## src/rtl/alu_muldiv_seq_if.sv

```systemverilog
// Request/result bundle for the sequential multiply/divide unit.
// The pipeline side is the master; the HI/LO unit is the slave.
interface alu_muldiv_seq_if #(
    parameter int unsigned WIDTH = 32
) ();
    logic             start;
    logic [2:0]       op;
    logic [WIDTH-1:0] A;
    logic [WIDTH-1:0] B;
    logic             busy;
    logic             done;
    logic [WIDTH-1:0] HI;
    logic [WIDTH-1:0] LO;

    modport master (output start, op, A, B, input busy, done, HI, LO);
    modport slave  (input start, op, A, B, output busy, done, HI, LO);
endinterface

```

## src/rtl/alu_muldiv_seq.sv

```systemverilog
// Iterative MULT/MULTU/DIV/DIVU unit with architectural HI/LO registers.
// Produces one result bit per cycle on unsigned magnitudes, then fixes signs in one extra cycle.
module alu_muldiv_seq #(
    parameter int unsigned WIDTH = 32,
    parameter int unsigned CNT_W = 6
) (
    input logic              clk,
    input logic              reset,
    alu_muldiv_seq_if.slave  bus
);

    localparam logic [2:0] OpMult  = 3'b000;
    localparam logic [2:0] OpMultu = 3'b001;
    localparam logic [2:0] OpDiv   = 3'b010;
    localparam logic [2:0] OpDivu  = 3'b011;
    localparam logic [2:0] OpMthi  = 3'b100;
    localparam logic [2:0] OpMtlo  = 3'b101;

    typedef enum logic [1:0] {StIdle, StCalc, StFix} state_e;

    state_e               state_q;
    logic [CNT_W-1:0]     cnt_q;
    logic [2*WIDTH-1:0]   acc_q;
    logic [WIDTH-1:0]     opb_q;
    logic                 is_div_q;
    logic                 neg_lo_q;
    logic                 neg_hi_q;
    logic                 div_zero_q;

    logic                 is_signed;
    logic                 a_neg;
    logic                 b_neg;
    logic [WIDTH-1:0]     a_mag;
    logic [WIDTH-1:0]     b_mag;
    logic [WIDTH:0]       mul_sum;
    logic [WIDTH:0]       div_tmp;
    logic [WIDTH:0]       div_diff;
    logic                 div_ge;
    logic [2*WIDTH-1:0]   acc_step;
    logic [2*WIDTH-1:0]   prod_fix;
    logic [WIDTH-1:0]     quo_fix;
    logic [WIDTH-1:0]     rem_fix;

    always_comb begin
        is_signed = (bus.op == OpMult) || (bus.op == OpDiv);
        a_neg     = is_signed && bus.A[WIDTH-1];
        b_neg     = is_signed && bus.B[WIDTH-1];
        a_mag     = a_neg ? -bus.A : bus.A;
        b_mag     = b_neg ? -bus.B : bus.B;
    end

    // Multiply: acc = {partial product, remaining multiplier bits}, shifted right each step.
    // Divide: acc = {partial remainder, dividend/quotient bits}, shifted left each step.
    always_comb begin
        mul_sum  = {1'b0, acc_q[2*WIDTH-1:WIDTH]} + {1'b0, (acc_q[0] ? opb_q : '0)};
        div_tmp  = {acc_q[2*WIDTH-1:WIDTH], acc_q[WIDTH-1]};
        div_diff = div_tmp - {1'b0, opb_q};
        div_ge   = ~div_diff[WIDTH];
        if (is_div_q) begin
            acc_step = {(div_ge ? div_diff[WIDTH-1:0] : div_tmp[WIDTH-1:0]),
                        acc_q[WIDTH-2:0], div_ge};
        end else begin
            acc_step = {mul_sum, acc_q[WIDTH-1:1]};
        end
    end

    // Overflow DIV needs no special case: |min|/1 = min unsigned, remainder 0, quotient sign +.
    always_comb begin
        prod_fix = neg_lo_q ? -acc_q : acc_q;
        quo_fix  = div_zero_q ? '1 :
                   (neg_lo_q ? -acc_q[WIDTH-1:0] : acc_q[WIDTH-1:0]);
        rem_fix  = neg_hi_q ? -acc_q[2*WIDTH-1:WIDTH] : acc_q[2*WIDTH-1:WIDTH];
    end

    always_ff @(posedge clk or posedge reset) begin
        if (reset) begin
            state_q    <= StIdle;
            cnt_q      <= '0;
            acc_q      <= '0;
            opb_q      <= '0;
            is_div_q   <= 1'b0;
            neg_lo_q   <= 1'b0;
            neg_hi_q   <= 1'b0;
            div_zero_q <= 1'b0;
            bus.busy   <= 1'b0;
            bus.done   <= 1'b0;
            bus.HI     <= '0;
            bus.LO     <= '0;
        end else begin
            bus.done <= 1'b0;
            unique case (state_q)
                StIdle: begin
                    if (bus.start) begin
                        case (bus.op)
                            OpMult, OpMultu, OpDiv, OpDivu: begin
                                state_q    <= StCalc;
                                bus.busy   <= 1'b1;
                                cnt_q      <= '0;
                                is_div_q   <= bus.op[1];
                                neg_lo_q   <= a_neg ^ b_neg;
                                neg_hi_q   <= a_neg;
                                div_zero_q <= bus.op[1] && (bus.B == '0);
                                opb_q      <= bus.op[1] ? b_mag : a_mag;
                                acc_q      <= {{WIDTH{1'b0}}, (bus.op[1] ? a_mag : b_mag)};
                            end
                            OpMthi:  bus.HI <= bus.A;
                            OpMtlo:  bus.LO <= bus.A;
                            default: ;
                        endcase
                    end
                end
                StCalc: begin
                    acc_q <= acc_step;
                    cnt_q <= cnt_q + 1'b1;
                    if (cnt_q == CNT_W'(WIDTH - 1)) begin
                        state_q <= StFix;
                    end
                end
                StFix: begin
                    if (is_div_q) begin
                        bus.HI <= rem_fix;
                        bus.LO <= quo_fix;
                    end else begin
                        bus.HI <= prod_fix[2*WIDTH-1:WIDTH];
                        bus.LO <= prod_fix[WIDTH-1:0];
                    end
                    state_q  <= StIdle;
                    cnt_q    <= '0;
                    bus.busy <= 1'b0;
                    bus.done <= 1'b1;
                end
                default: state_q <= StIdle;
            endcase
        end
    end

endmodule

```

## src/flat_wrapper.sv

```systemverilog
// flat-port wrapper written by rule: the top's interface ports become plain ports
module alu_muldiv_seq_flat 
#(
    parameter int unsigned WIDTH = 32,
    parameter int unsigned CNT_W = 6
)
  (clk, reset, bus_start, bus_op, bus_A, bus_B, bus_busy, bus_done, bus_HI, bus_LO);
  alu_muldiv_seq_if #(.WIDTH(WIDTH)) bus_i ();
  input logic clk;
  input logic reset;
  input wire logic [$bits(bus_i.start)-1:0] bus_start;
  input wire logic [$bits(bus_i.op)-1:0] bus_op;
  input wire logic [$bits(bus_i.A)-1:0] bus_A;
  input wire logic [$bits(bus_i.B)-1:0] bus_B;
  output wire logic [$bits(bus_i.busy)-1:0] bus_busy;
  output wire logic [$bits(bus_i.done)-1:0] bus_done;
  output wire logic [$bits(bus_i.HI)-1:0] bus_HI;
  output wire logic [$bits(bus_i.LO)-1:0] bus_LO;
  assign bus_i.start = bus_start;
  assign bus_i.op = bus_op;
  assign bus_i.A = bus_A;
  assign bus_i.B = bus_B;
  assign bus_busy = bus_i.busy;
  assign bus_done = bus_i.done;
  assign bus_HI = bus_i.HI;
  assign bus_LO = bus_i.LO;
  alu_muldiv_seq #(.WIDTH(WIDTH), .CNT_W(CNT_W)) u_core (.clk(clk), .reset(reset), .bus(bus_i));
endmodule
```

## config.mk

```make
export PLATFORM = sky130hd
export DESIGN_NAME = alu_muldiv_seq_flat
export DESIGN_NICKNAME = d
export VERILOG_FILES = /design/src/rtl/alu_muldiv_seq_if.sv /design/src/rtl/alu_muldiv_seq.sv /design/src/flat_wrapper.sv
export SDC_FILE = /design/constraint.sdc
export NUM_CORES = 1
export LEC_CHECK = 0
export BUFFER_PORTS_ARGS = -buffer_cell sky130_fd_sc_hd__buf_2
export CAP_MARGIN = 5
export CORE_MARGIN = 1
export CORE_UTILIZATION = 50
export DETAILED_ROUTE_END_ITERATION = 8
export PLACE_DENSITY = 0.69
export SYNTH_ARGS = -nofsm -noshare
export SYNTH_HDL_FRONTEND = slang
export SYNTH_SLANG_ARGS = --single-unit
export TNS_END_PERCENT = 10
```

## constraint.sdc

```tcl
create_clock -name clk -period 5.4 [get_ports clk]
set_input_delay 0 -clock clk [delete_from_list [all_inputs] [get_ports clk]]
set_output_delay 0 -clock clk [all_outputs]
set_load 0.005 [all_outputs]
```

==> reports/qor.yml <==
layout.nets: 2166
grt_max_degree: 109
postCtsSetupBuffers: 0
grt_usage_pct: 33.39
overflow: 0
drive_above_1_share_pct: 11.24
grt_pass1_vias: 14410
synthMuxAreaShare_pct: 5.306
synth_top_family_by_area: "compound AO/OA/AOI/OAI gates"
die_area_um2: 30840
fin_setup_tns_ns: 0
cts_tree: "done"
drc_errors: 0
die_y_um: 175.6
tightest_slew_ns: 1.153
synthTopCellsByArea: "dfrtp_1 (29%), a21oi_1 (6.8%), o21ai_0 (6.0%), ha_1 (5.7%), xnor2_1 (5.2%)"
synthAdderAreaFrac_pct: 5.995
antenna_found_initial: 0
holdWs_ns: 0.01850
hold_viol: 0
drt-initial-drc-count: 1557
cp-start-kind: "flop"
first_pass_iters: 9
ys_types: 76
async_flop_share_pct: 100.0
post-route-period-util_pct: 77.98
clk_path_buf_depth: 2
fillers: 2769
power_mw: 11.28
core_um2: 29640
via_per_inst: 6.348
fp.dieW_um: 175.6
htree_levels: 4
seqCellArea_um2: 4355
wire_per_inst_um: 21.22
yosys.area_share.simple_pct: 18.53
arrival_ns: 4.53
ys_seq_area_share_pct: 28.90
start_util_pct: 50.84
rows: 63
dpl_cell_area_um2: 15990
syn_nets: 2070
yosysTopAreaCell: "dfrtp_1"
hpwl_um: 37400
multi_input_area_um2: 10000
worstPathMaxFanout: 20
fmax_ghz: 0.2375
slew_headroom_pct: 23.00
outcome: "finished clean"
synth_area_per_cell_um2: 7.811
synth_compound_area_share_pct: 26.31
numCtsBuffers: 17
syn_area_um2: 15070
gp_congestion: 0.9751
max-vdd-ir-drop_v: 0.0003286
drv_slew: 0
antenna_cells: 0
clkLatencyLatePin_ns: 0.45
cts.sinks: 174
timing.final.setup_violations: 0
ctsResizeCount: 0
crit_type: "flop to flop"
min_period_ns: 4.211
synthXorXnorAreaFrac_pct: 10.11
synth_top_area_share_pct: 28.90
ys_warn_count: 0
synth-seq-cells: 174
root_buffer: "clkbuf_16"
area_growth_pct: 12.50
portBuffers: 135
leakage_nw: 7.317
route.vias.total: 15410
synth-edff-count: 0
drt.antenna.violating_nets: 0
rsz0062_at_grt: "false"
hp-class: "input port to flop"
grt_pass1_wl_um: 80250
cts.clk_slew.worst_paths_ns: 0.08
stdcell_area_um2: 16950
wirelength_um: 51510
endpoint_kind: "flop"
synthCells: 1929
cap_violations: 0
p_per_area_nw_per_um2: 665.7
required_ns: 5.72
rrSetupSlack_ns: 1.19
ys.flop_type: "dfrtp_1"
ios: 136
skew_ns: 0.01071
-- critical path, stage by stage (launching register included) --
cell      delay, ns
dfrtp_1        0.44
inv_1          0.47
buf_4          0.37
nor2_1         0.07
ha_1           0.37
o21ai_0        0.21
a21oi_1        0.11
or2_2          0.34
a311o_1        0.29
o21ai_0        0.28
nor3b_1        0.60
o21ai_0        0.23
xnor2_1        0.18
o221ai_1       0.12
-- cell type report --
type / count / area share [%]
Multi-Input combinational cell: 1564 / 59.02
Sequential cell: 174 / 25.69
Timing Repair Buffer: 195 / 7.189
Tap cell: 390 / 2.879
Clock buffer: 19 / 2.613
Inverter: 73 / 1.646
Clock inverter: 13 / 0.9595
-- stage by stage --
step                worst slack [ns]  utilization [%]  cells
finish                         1.189            57.19   2428
global route                   1.050            57.19   2428
CTS                            1.316            57.19   2428
detailed placement             1.333            53.93   2360
global placement               1.348            53.93   2360
floorplan                     0.6832                -   1929
-- layout by cell type, fill, tap and decap left out, types with 8 or more instances in the layout --
master         instances
a21oi_1              205
nand2_1              202
o21ai_0              182
dfrtp_1              173
nor2_1               171
buf_2                134
xnor2_1               89
xor2_1                85
mux2i_1               72
inv_1                 70
ha_1                  69
nor3_1                53
a21o_1                39
nand3_1               36
dlygate4sd3_1         36
o31ai_1               26
buf_4                 25
a32oi_1               24
a22oi_1               23
or3_1                 22
a31oi_1               21
a211oi_1              18
nand4_1               17
clkbuf_16             17
nor2b_1               16
nand2b_1              16
nor4_1                13
o21a_1                 9
or4_1                  9
o41ai_1                9
o211ai_1               8
and3_1                 8
inv_6                  8
-- cells by family (layout without fill, tap and decap cells) --
logic type	after synthesis	count (layout)
flops	174	174
buf+inv	191	300
mux	79	79
compound gates	639	639
xor+xnor	174	174
simple gates	601	601
fa+ha+maj	71	71
-- path summary, 6_finish.rpt --
check	start	to	cells past startpoint
worst max-delay path	u_core.acc_q[0]	u_core.acc_q[61]	13
worst min-delay path	bus_B[31]	u_core.div_zero_q	3
worst max register to register	u_core.acc_q[0]	u_core.acc_q[61]	13
worst min register to register	u_core.opb_q[24]	u_core.opb_q[24]	2
max in group asynchronous	reset	u_core.is_div_q	4
min in group asynchronous	reset	u_core.opb_q[8]	3
-- metal layers --
metal	GRT usage [%]	share of wire [%]	wire (um)	up-vias
li1	-	-	-	7150
met1	45.89	44	22560	7338
met2	51.17	44	22510	791
met3	6.082	8.5	4402	135
met4	14.49	4.0	2039	0
met5	0	0	0	-
-- cell usage after synthesis (all sizes together) (18+ instances only) --
cell type  instances
a211oi            18
a21o              39
a21oi            208
a22oi             23
a31oi             21
a32oi             24
clkbuf           109
dfrtp            174
ha                69
inv               72
mux2i             72
nand2            205
nand3             36
nor2             172
nor3              53
o21ai            190
o31ai             28
or3               22
xnor2             89
xor2              85
-- state kept, by name (all words and copies together), names as in the netlist --
register,flops
u_core.bus.LO,32
u_core.cnt_q,6
u_core.bus.busy,1
u_core.bus.done,1
u_core.div_zero_q,1
u_core.state_q,2
u_core.neg_lo_q,1
u_core.acc_q,64
u_core.bus.HI,32
u_core.neg_hi_q,1
u_core.is_div_q,1
u_core.opb_q,32
-- power breakdown --
group / internal, mW / total (mW) / leakage (nW) / switching, mW
Clock: 0.716 / 1.34 / 0.296 / 0.621
Sequential: 1.93 / 2.72 / 2.08 / 0.789
Combinational: 2.93 / 7.23 / 4.94 / 4.30
Total: 5.57 / 11.3 / 7.32 / 5.71
-- timing repair --
action | 4_1_cts | 5_1_grt
endpoints found under the setup margin | 0 | 0
hold buffers | 36 | 0
endpoints found under the hold margin | 132 | 0
Power figures use the tool's default switching activity.
